--- config.mk ---
export PLATFORM = sky130hd
export DESIGN_NAME = halt_commit_monitor_flat
export DESIGN_NICKNAME = d
export VERILOG_FILES = /design/src/rtl/halt_commit_monitor_pkg.sv /design/src/rtl/halt_commit_monitor_if.sv /design/src/rtl/halt_commit_monitor_prefix.sv /design/src/rtl/halt_commit_monitor.sv /design/src/flat_wrapper.sv
export SDC_FILE = /design/constraint.sdc
export NUM_CORES = 1
export LEC_CHECK = 0
export CAP_MARGIN = 20
export CELL_PAD_IN_SITES_DETAIL_PLACEMENT = 1
export CELL_PAD_IN_SITES_GLOBAL_PLACEMENT = 1
export CORE_MARGIN = 1
export CORE_UTILIZATION = 30
export DETAILED_ROUTE_END_ITERATION = 10
export GPL_TIMING_DRIVEN = 0
export PLACE_DENSITY = 0.88
export SYNTH_ARGS = -nofsm -noshare
export SYNTH_HDL_FRONTEND = slang
export SYNTH_SLANG_ARGS = --single-unit
--- constraint.sdc ---
create_clock -name clk -period 2.4 [get_ports clk]
set_input_delay 0.36 -clock clk [delete_from_list [all_inputs] [get_ports clk]]
set_output_delay 0.36 -clock clk [all_outputs]
set_load 0.1 [all_outputs]
--- src/rtl/halt_commit_monitor_pkg.sv ---
// Shared types and helpers for the commit/halt monitor.
package monitor_pkg;

  localparam int unsigned ORDER_W_DEF = 64;

  typedef enum logic [1:0] {
    RUN      = 2'd0,
    LOOP     = 2'd1,
    HALTED   = 2'd2,
    TIMEDOUT = 2'd3
  } mon_state_e;

  // Bits needed to hold 0..max_val; never less than one bit.
  function automatic int unsigned cnt_width(input int unsigned max_val);
    return (max_val == 0) ? 1 : $clog2(max_val + 1);
  endfunction

endpackage

--- src/rtl/halt_commit_monitor_if.sv ---
// Core-side bundle observed by the commit/halt monitor.
interface halt_commit_monitor_if import monitor_pkg::*; #(
  parameter int unsigned NUM_CH  = 1,
  parameter int unsigned XLEN    = 32,
  parameter int unsigned ORDER_W = ORDER_W_DEF
);
  logic                            stall;
  logic                            pc_valid;
  logic [XLEN-1:0]                 pc_curr;
  logic [XLEN-1:0]                 pc_next;
  logic [NUM_CH-1:0]               commit_valid;
  logic [NUM_CH-1:0][ORDER_W-1:0]  commit_order;
  logic [ORDER_W-1:0]              order_base;
  logic                            halt;
  logic [XLEN-1:0]                 halt_pc;
  logic                            timeout;

  modport master (
    output stall, pc_valid, pc_curr, pc_next, commit_valid,
    input  commit_order, order_base, halt, halt_pc, timeout
  );

  modport slave (
    input  stall, pc_valid, pc_curr, pc_next, commit_valid,
    output commit_order, order_base, halt, halt_pc, timeout
  );
endinterface

--- src/rtl/halt_commit_monitor_prefix.sv ---
// Exclusive prefix popcount of the per-lane commit strobes, plus the total.
module commit_prefix_count import monitor_pkg::*; #(
  parameter  int unsigned NUM_CH = 1,
  localparam int unsigned CNT_W  = cnt_width(NUM_CH)
) (
  input  logic [NUM_CH-1:0]            valid,
  output logic [NUM_CH-1:0][CNT_W-1:0] prefix,
  output logic [CNT_W-1:0]             total
);

  always_comb begin
    logic [CNT_W-1:0] acc;
    acc    = '0;
    prefix = '0;
    for (int i = 0; i < NUM_CH; i++) begin
      prefix[i] = acc;
      acc       = acc + CNT_W'(valid[i]);
    end
    total = acc;
  end

endmodule

--- src/rtl/halt_commit_monitor.sv ---
// Assigns RVFI order numbers to committing lanes, detects the self-loop halt
// and raises a sticky watchdog flag when nothing commits for too long.
module halt_commit_monitor import monitor_pkg::*; #(
  parameter int unsigned NUM_CH      = 1,
  parameter int unsigned XLEN        = 32,
  parameter int unsigned ORDER_W     = ORDER_W_DEF,
  parameter int unsigned HALT_CYCLES = 2,
  parameter int unsigned TIMEOUT     = 4096
) (
  input  logic                 clk,
  input  logic                 rst,
  halt_commit_monitor_if.slave mon
);

  localparam int unsigned CNT_W  = cnt_width(NUM_CH);
  localparam int unsigned LOOP_W = cnt_width(HALT_CYCLES);
  localparam int unsigned IDLE_W = cnt_width(TIMEOUT);

  mon_state_e                 state_q, state_d;
  logic [LOOP_W-1:0]          loop_q, loop_d;
  logic [IDLE_W-1:0]          idle_q, idle_d;
  logic [ORDER_W-1:0]         order_base_q, order_base_d;
  logic                       halt_q, halt_d;
  logic [XLEN-1:0]            halt_pc_q, halt_pc_d;
  logic                       timeout_q, timeout_d;

  logic [NUM_CH-1:0][CNT_W-1:0] prefix;
  logic [CNT_W-1:0]             total;
  logic                         halted;
  logic                         count_en;
  logic                         qual;
  logic                         wd_fire;
  logic                         halt_hit;

  commit_prefix_count #(
    .NUM_CH (NUM_CH)
  ) u_prefix (
    .valid  (mon.commit_valid),
    .prefix (prefix),
    .total  (total)
  );

  assign halted   = (state_q == HALTED);
  assign count_en = ~mon.stall & ~halted;
  assign qual     = mon.pc_valid & ~mon.stall & (mon.pc_next == mon.pc_curr);

  // Per-lane order is the running base plus the commits in lower lanes.
  always_comb begin
    mon.commit_order = '0;
    for (int i = 0; i < NUM_CH; i++) begin
      mon.commit_order[i] = order_base_q + ORDER_W'(prefix[i]);
    end
  end

  assign mon.order_base = order_base_q;
  assign mon.halt       = halt_q;
  assign mon.halt_pc    = halt_pc_q;
  assign mon.timeout    = timeout_q;

  always_ff @(posedge clk or negedge rst) begin
    if (!rst) begin
      state_q      <= RUN;
      loop_q       <= '0;
      idle_q       <= '0;
      order_base_q <= '0;
      halt_q       <= 1'b0;
      halt_pc_q    <= '0;
      timeout_q    <= 1'b0;
    end else begin
      state_q      <= state_d;
      loop_q       <= loop_d;
      idle_q       <= idle_d;
      order_base_q <= order_base_d;
      halt_q       <= halt_d;
      halt_pc_q    <= halt_pc_d;
      timeout_q    <= timeout_d;
    end
  end

  // Next state: everything freezes once HALTED; TIMEDOUT still watches for the halt loop.
  always_comb begin
    state_d      = state_q;
    loop_d       = loop_q;
    idle_d       = idle_q;
    order_base_d = order_base_q;
    halt_d       = halt_q;
    halt_pc_d    = halt_pc_q;
    timeout_d    = timeout_q;
    wd_fire      = 1'b0;
    halt_hit     = 1'b0;

    if (!halted) begin
      if (count_en) begin
        order_base_d = order_base_q + ORDER_W'(total);
      end

      // A zero TIMEOUT disables the watchdog entirely.
      if (TIMEOUT != 0) begin
        if (count_en && (total != '0)) begin
          idle_d = '0;
        end else if (idle_q != IDLE_W'(TIMEOUT)) begin
          idle_d = idle_q + 1'b1;
        end
        wd_fire = (idle_d == IDLE_W'(TIMEOUT)) && (state_q != TIMEDOUT);
      end

      // Stalls hold the streak; any unstalled non-qualifying cycle breaks it.
      if (qual) begin
        loop_d = loop_q + 1'b1;
      end else if (!mon.stall) begin
        loop_d = '0;
      end
      halt_hit = qual && (loop_d == LOOP_W'(HALT_CYCLES));

      if (wd_fire) begin
        timeout_d = 1'b1;
      end

      if (halt_hit) begin
        state_d   = HALTED;
        halt_d    = 1'b1;
        halt_pc_d = mon.pc_curr;
      end else if (wd_fire || (state_q == TIMEDOUT)) begin
        state_d = TIMEDOUT;
      end else if (loop_d != '0) begin
        state_d = LOOP;
      end else begin
        state_d = RUN;
      end
    end
  end

endmodule

--- src/flat_wrapper.sv ---
// flat-port wrapper written by rule: the top's interface ports become plain ports
module halt_commit_monitor_flat import monitor_pkg::*;
#(
  parameter int unsigned NUM_CH      = 1,
  parameter int unsigned XLEN        = 32,
  parameter int unsigned ORDER_W     = ORDER_W_DEF,
  parameter int unsigned HALT_CYCLES = 2,
  parameter int unsigned TIMEOUT     = 4096
)
  (clk, rst, mon_stall, mon_pc_valid, mon_pc_curr, mon_pc_next, mon_commit_valid, mon_commit_order, mon_order_base, mon_halt, mon_halt_pc, mon_timeout);
  halt_commit_monitor_if #(.NUM_CH(NUM_CH), .XLEN(XLEN), .ORDER_W(ORDER_W)) mon_i ();
  input  logic clk;
  input  logic rst;
  input wire logic [$bits(mon_i.stall)-1:0] mon_stall;
  input wire logic [$bits(mon_i.pc_valid)-1:0] mon_pc_valid;
  input wire logic [$bits(mon_i.pc_curr)-1:0] mon_pc_curr;
  input wire logic [$bits(mon_i.pc_next)-1:0] mon_pc_next;
  input wire logic [$bits(mon_i.commit_valid)-1:0] mon_commit_valid;
  output wire logic [$bits(mon_i.commit_order)-1:0] mon_commit_order;
  output wire logic [$bits(mon_i.order_base)-1:0] mon_order_base;
  output wire logic [$bits(mon_i.halt)-1:0] mon_halt;
  output wire logic [$bits(mon_i.halt_pc)-1:0] mon_halt_pc;
  output wire logic [$bits(mon_i.timeout)-1:0] mon_timeout;
  assign mon_i.stall = mon_stall;
  assign mon_i.pc_valid = mon_pc_valid;
  assign mon_i.pc_curr = mon_pc_curr;
  assign mon_i.pc_next = mon_pc_next;
  assign mon_i.commit_valid = mon_commit_valid;
  assign mon_commit_order = mon_i.commit_order;
  assign mon_order_base = mon_i.order_base;
  assign mon_halt = mon_i.halt;
  assign mon_halt_pc = mon_i.halt_pc;
  assign mon_timeout = mon_i.timeout;
  halt_commit_monitor #(.NUM_CH(NUM_CH), .XLEN(XLEN), .ORDER_W(ORDER_W), .HALT_CYCLES(HALT_CYCLES), .TIMEOUT(TIMEOUT)) u_core (.clk(clk), .rst(rst), .mon(mon_i));
endmodule
==> results of run 1 <==
==> final cells by class <==
cell class	count	share of cell area
well taps	270	0.03456
inverters	5	0.001920
clock buffers	20	0.04467
flip-flops and latches	115	0.2999
multi-input cells	365	0.2857
clock inverters	12	0.01139
plain buffers	78	0.05990
repair buffers	248	0.2620
==> through the flow <==
step | total power [mW] | instances | instance area [µm²] | TNS [ns] | hold slack [ns]
after floorplan | 3.136 | 564 | 6236 | 0 | 0.06441
after global placement | 3.574 | 1064 | 8876 | -481.81 | 0.4650
after detailed placement | 3.605 | 1065 | 8905 | -56.94 | 0.3579
after CTS | 5.996 | 1107 | 9490 | 0 | 0.3710
after global routing | 6.157 | 1113 | 9776 | -0.4082 | 0.2377
final | 5.924 | 1113 | 9776 | 0 | 0.2466
==> state kept, by name (all words and copies together) (netlist names) <==
register and flops:
u_core.idle_q 13, u_core.loop_q 2, u_core.mon.halt 1, u_core.mon.halt_pc 32, u_core.mon.order_base 64, u_core.mon.timeout 1, u_core.state_q 2
==> power by group <==
| group | switching, mW | internal (mW) | total, mW |
|---|---|---|---|
| Sequential | 0.110 | 2.03 | 2.14 |
| Clock | 0.945 | 1.42 | 2.37 |
| Combinational | 0.992 | 0.427 | 1.42 |
| Total | 2.05 | 3.88 | 5.92 |
==> how the worst max path moves through the flow <==
stage / start / end / cells past startpoint
6_report: mon_pc_curr[31] / u_core.mon.halt_pc[10] / 9
5_1_grt: mon_pc_curr[11] / u_core.mon.halt_pc[7] / 9
4_1_cts: mon_pc_next[14] / u_core.mon.halt_pc[10] / 8
3_5_place_dp: mon_commit_valid / u_core.mon.order_base[56] / 8
3_3_place_gp: rst / u_core.mon.order_base[0] / 1
2_1_floorplan: u_core.mon.order_base[42] / u_core.mon.order_base[52] / 6
==> cells by family after synthesis <==
family	Yosys count	share of synthesized area
and+or+nand+nor	187	0.1650
buffers and inverters	84	0.09892
adders and majority gates	4	0.008109
muxes	36	0.08230
AOI/OAI and AO/OA	41	0.04176
DFF	115	0.4662
xor gates and xnor gates	97	0.1376
==> placed cells by master, fill, tap and decap left out, types with 4 or more instances in the layout <==
| master | n |
|---|---|
| nand3_1 | 26 |
| nand4_1 | 32 |
| and3_1 | 12 |
| nand2_1 | 44 |
| xor2_1 | 13 |
| dfrtp_4 | 4 |
| a21oi_1 | 7 |
| mux2_4 | 28 |
| inv_1 | 4 |
| buf_4 | 75 |
| nand2b_1 | 8 |
| dfrtp_2 | 31 |
| nor3_1 | 6 |
| mux2_2 | 6 |
| clkbuf_16 | 20 |
| o31ai_1 | 5 |
| dlygate4sd2_1 | 86 |
| nor2_1 | 20 |
| dfrtp_1 | 80 |
| nor2b_1 | 5 |
| buf_12 | 4 |
| o21ai_0 | 18 |
| xnor2_1 | 81 |
| dlymetal6s2s_1 | 58 |
| clkbuf_1 | 11 |
| and4_1 | 7 |
| and2_1 | 7 |
| clkinv_4 | 4 |
| clkdlybuf4s50_1 | 85 |
==> repair_timing <==
action,4_1_cts,5_1_grt
pin swaps,10,27
endpoints found under the hold margin,54,0
setup buffers,10,3
endpoints found under the setup margin,164,49
gates cloned,0,3
gates resized for setup,99,65
hold buffers,1,0
==> critical path: stages <==
cell and delay [ns]:
clkdlybuf4s50_1 0.52, xnor2_1 0.14, nand4_1 0.17, nor4_4 0.22, nand3_2 0.11, or4_4 0.51
buf_12 0.17, buf_12 0.14, mux2_4 0.31
==> layer usage <==
layer,share of wire,up-vias,global-route usage,wire [µm]
li1,-,2424,-,-
met1,0.39,2601,0.2045,7780
met2,0.54,172,0.3495,10790
met3,0.052,20,0.05110,1035
met4,0.016,0,0.06368,322
met5,0,-,0,0
==> results.cfg, run 1 <==
[run_status]
run_status = completed

[synthesis]
synth_commonest_cells = dfrtp_1, xnor2_1, buf_4
synth_edf_count = 0
synth_async_sr_flop_share = 1.000
synth_area_per_cell_um2 = 10.94
synthFlopType = dfrtp_1
syn_area_um2 = 6172
synth_area_leaders = dfrtp_1, xnor2_1, buf_4
syn_nets = 637
ys_seq_elements = 115
yosysTopAreaCellShare = 0.4662
synth_cells = 564
synth_top_area_cell = dfrtp_1
synth-warning-count = 0
synth.distinct_cells = 47
synth_most_common_cell = dfrtp_1
yosysSeqAreaShare = 0.4662

[clock_tree]
clk_pin_slew_ns = 0.06
insertion_delay_ns = 0.41
htree_levels = 4
cts_buffers = 17
cts_tree = built
cts-root-buf = clkbuf_16
cts_buffer_depth = 2
cts.sinks = 115

[grt]
antenna_found_initial = 0
grt_pass1_vias = 5740
grt_max_degree = 62
grt_use_total = 0.1879
overflow = 0
grt_pass1_wl_mm = 31.11

[finish]
drive_gt1_frac = 0.2456
area_growth_pct = 58.38
antenna_cells = 0
multi_input_area_um2 = 2793
utilization = 0.4847
fin_nets = 903
ff_latch_area_um2 = 2932
num-fill-cells = 2192

[power_and_ir_drop]
vdd.ir_drop.worst_uv = 486.4
power_density_nw_per_um2 = 606.0
p_leak_nw = 5.272

[sta]
clock_skew_ns = 0.008602
final.setup.worst_slack_ns = 0.02253
finalCriticalPeriod_ns = 2.377
slew_viol_final = 0
tightest_slew_ns = 1.058
relSlewSlack = 0.2974
rsz0062_at_grt = true
maxClockFrequency_mhz = 420.6
period_share = 0.9906
hold_viol = 0
setup_viol_count_final = 0

[floorplanning]
die_y_um = 145.4
rows = 52
dieArea_um2 = 21150
io-pin-count = 231
fp.dieW_um = 145.4
coreArea_um2 = 20170
start_util = 0.3060

[critical_path]
r2r_end = u_core.state_q[0]
regToRegSetupSlack_ns = 0.06
critPathRequiredTime_ns = 2.68
worstPathArrival_ns = 2.66
crit_path_end_kind = flip-flop
path_max_fanout = 6
ff2ff_path_depth = 7
cp-start-kind = input pin
critical_path_class = in2reg
worstReg2RegStart = u_core.idle_q[1]

[detailed_routing]
drt-total-wl_mm = 19.93
vias_per_cell = 4.687
vias = 5217
postRouteAntennaNets = 0
drt-pass1-iter-count = 6
drcViolationCount = 0
drt-initial-drc-count = 141
wl_per_cell_um = 17.91

[min_path]
min-delay-start = mon_pc_curr[24]
min_to = u_core.mon.halt_pc[24]
hold_path.class = in2reg
hold_path_depth = 2

[placed_design]
globalplace.congestion = 0.8203
post-place-ws_ns = -0.8321
dp_hpwl_mm = 14.80
io_buffers = 230

[job]
maxCapViolCount = 0
(Power assumes the default switching activity.)
==> run 2: changes to the inputs <==
--- a/config.mk
+++ b/config.mk
@@ -12,6 +12,7 @@
 export CORE_UTILIZATION = 30
 export DETAILED_ROUTE_END_ITERATION = 10
 export GPL_TIMING_DRIVEN = 0
+export HOLD_SLACK_MARGIN = 0.1
 export PLACE_DENSITY = 0.88
 export SYNTH_ARGS = -nofsm -noshare
 export SYNTH_HDL_FRONTEND = slang
==> results of run 2 <==
Final layout, timing and power as in run 1 (identical DEF).
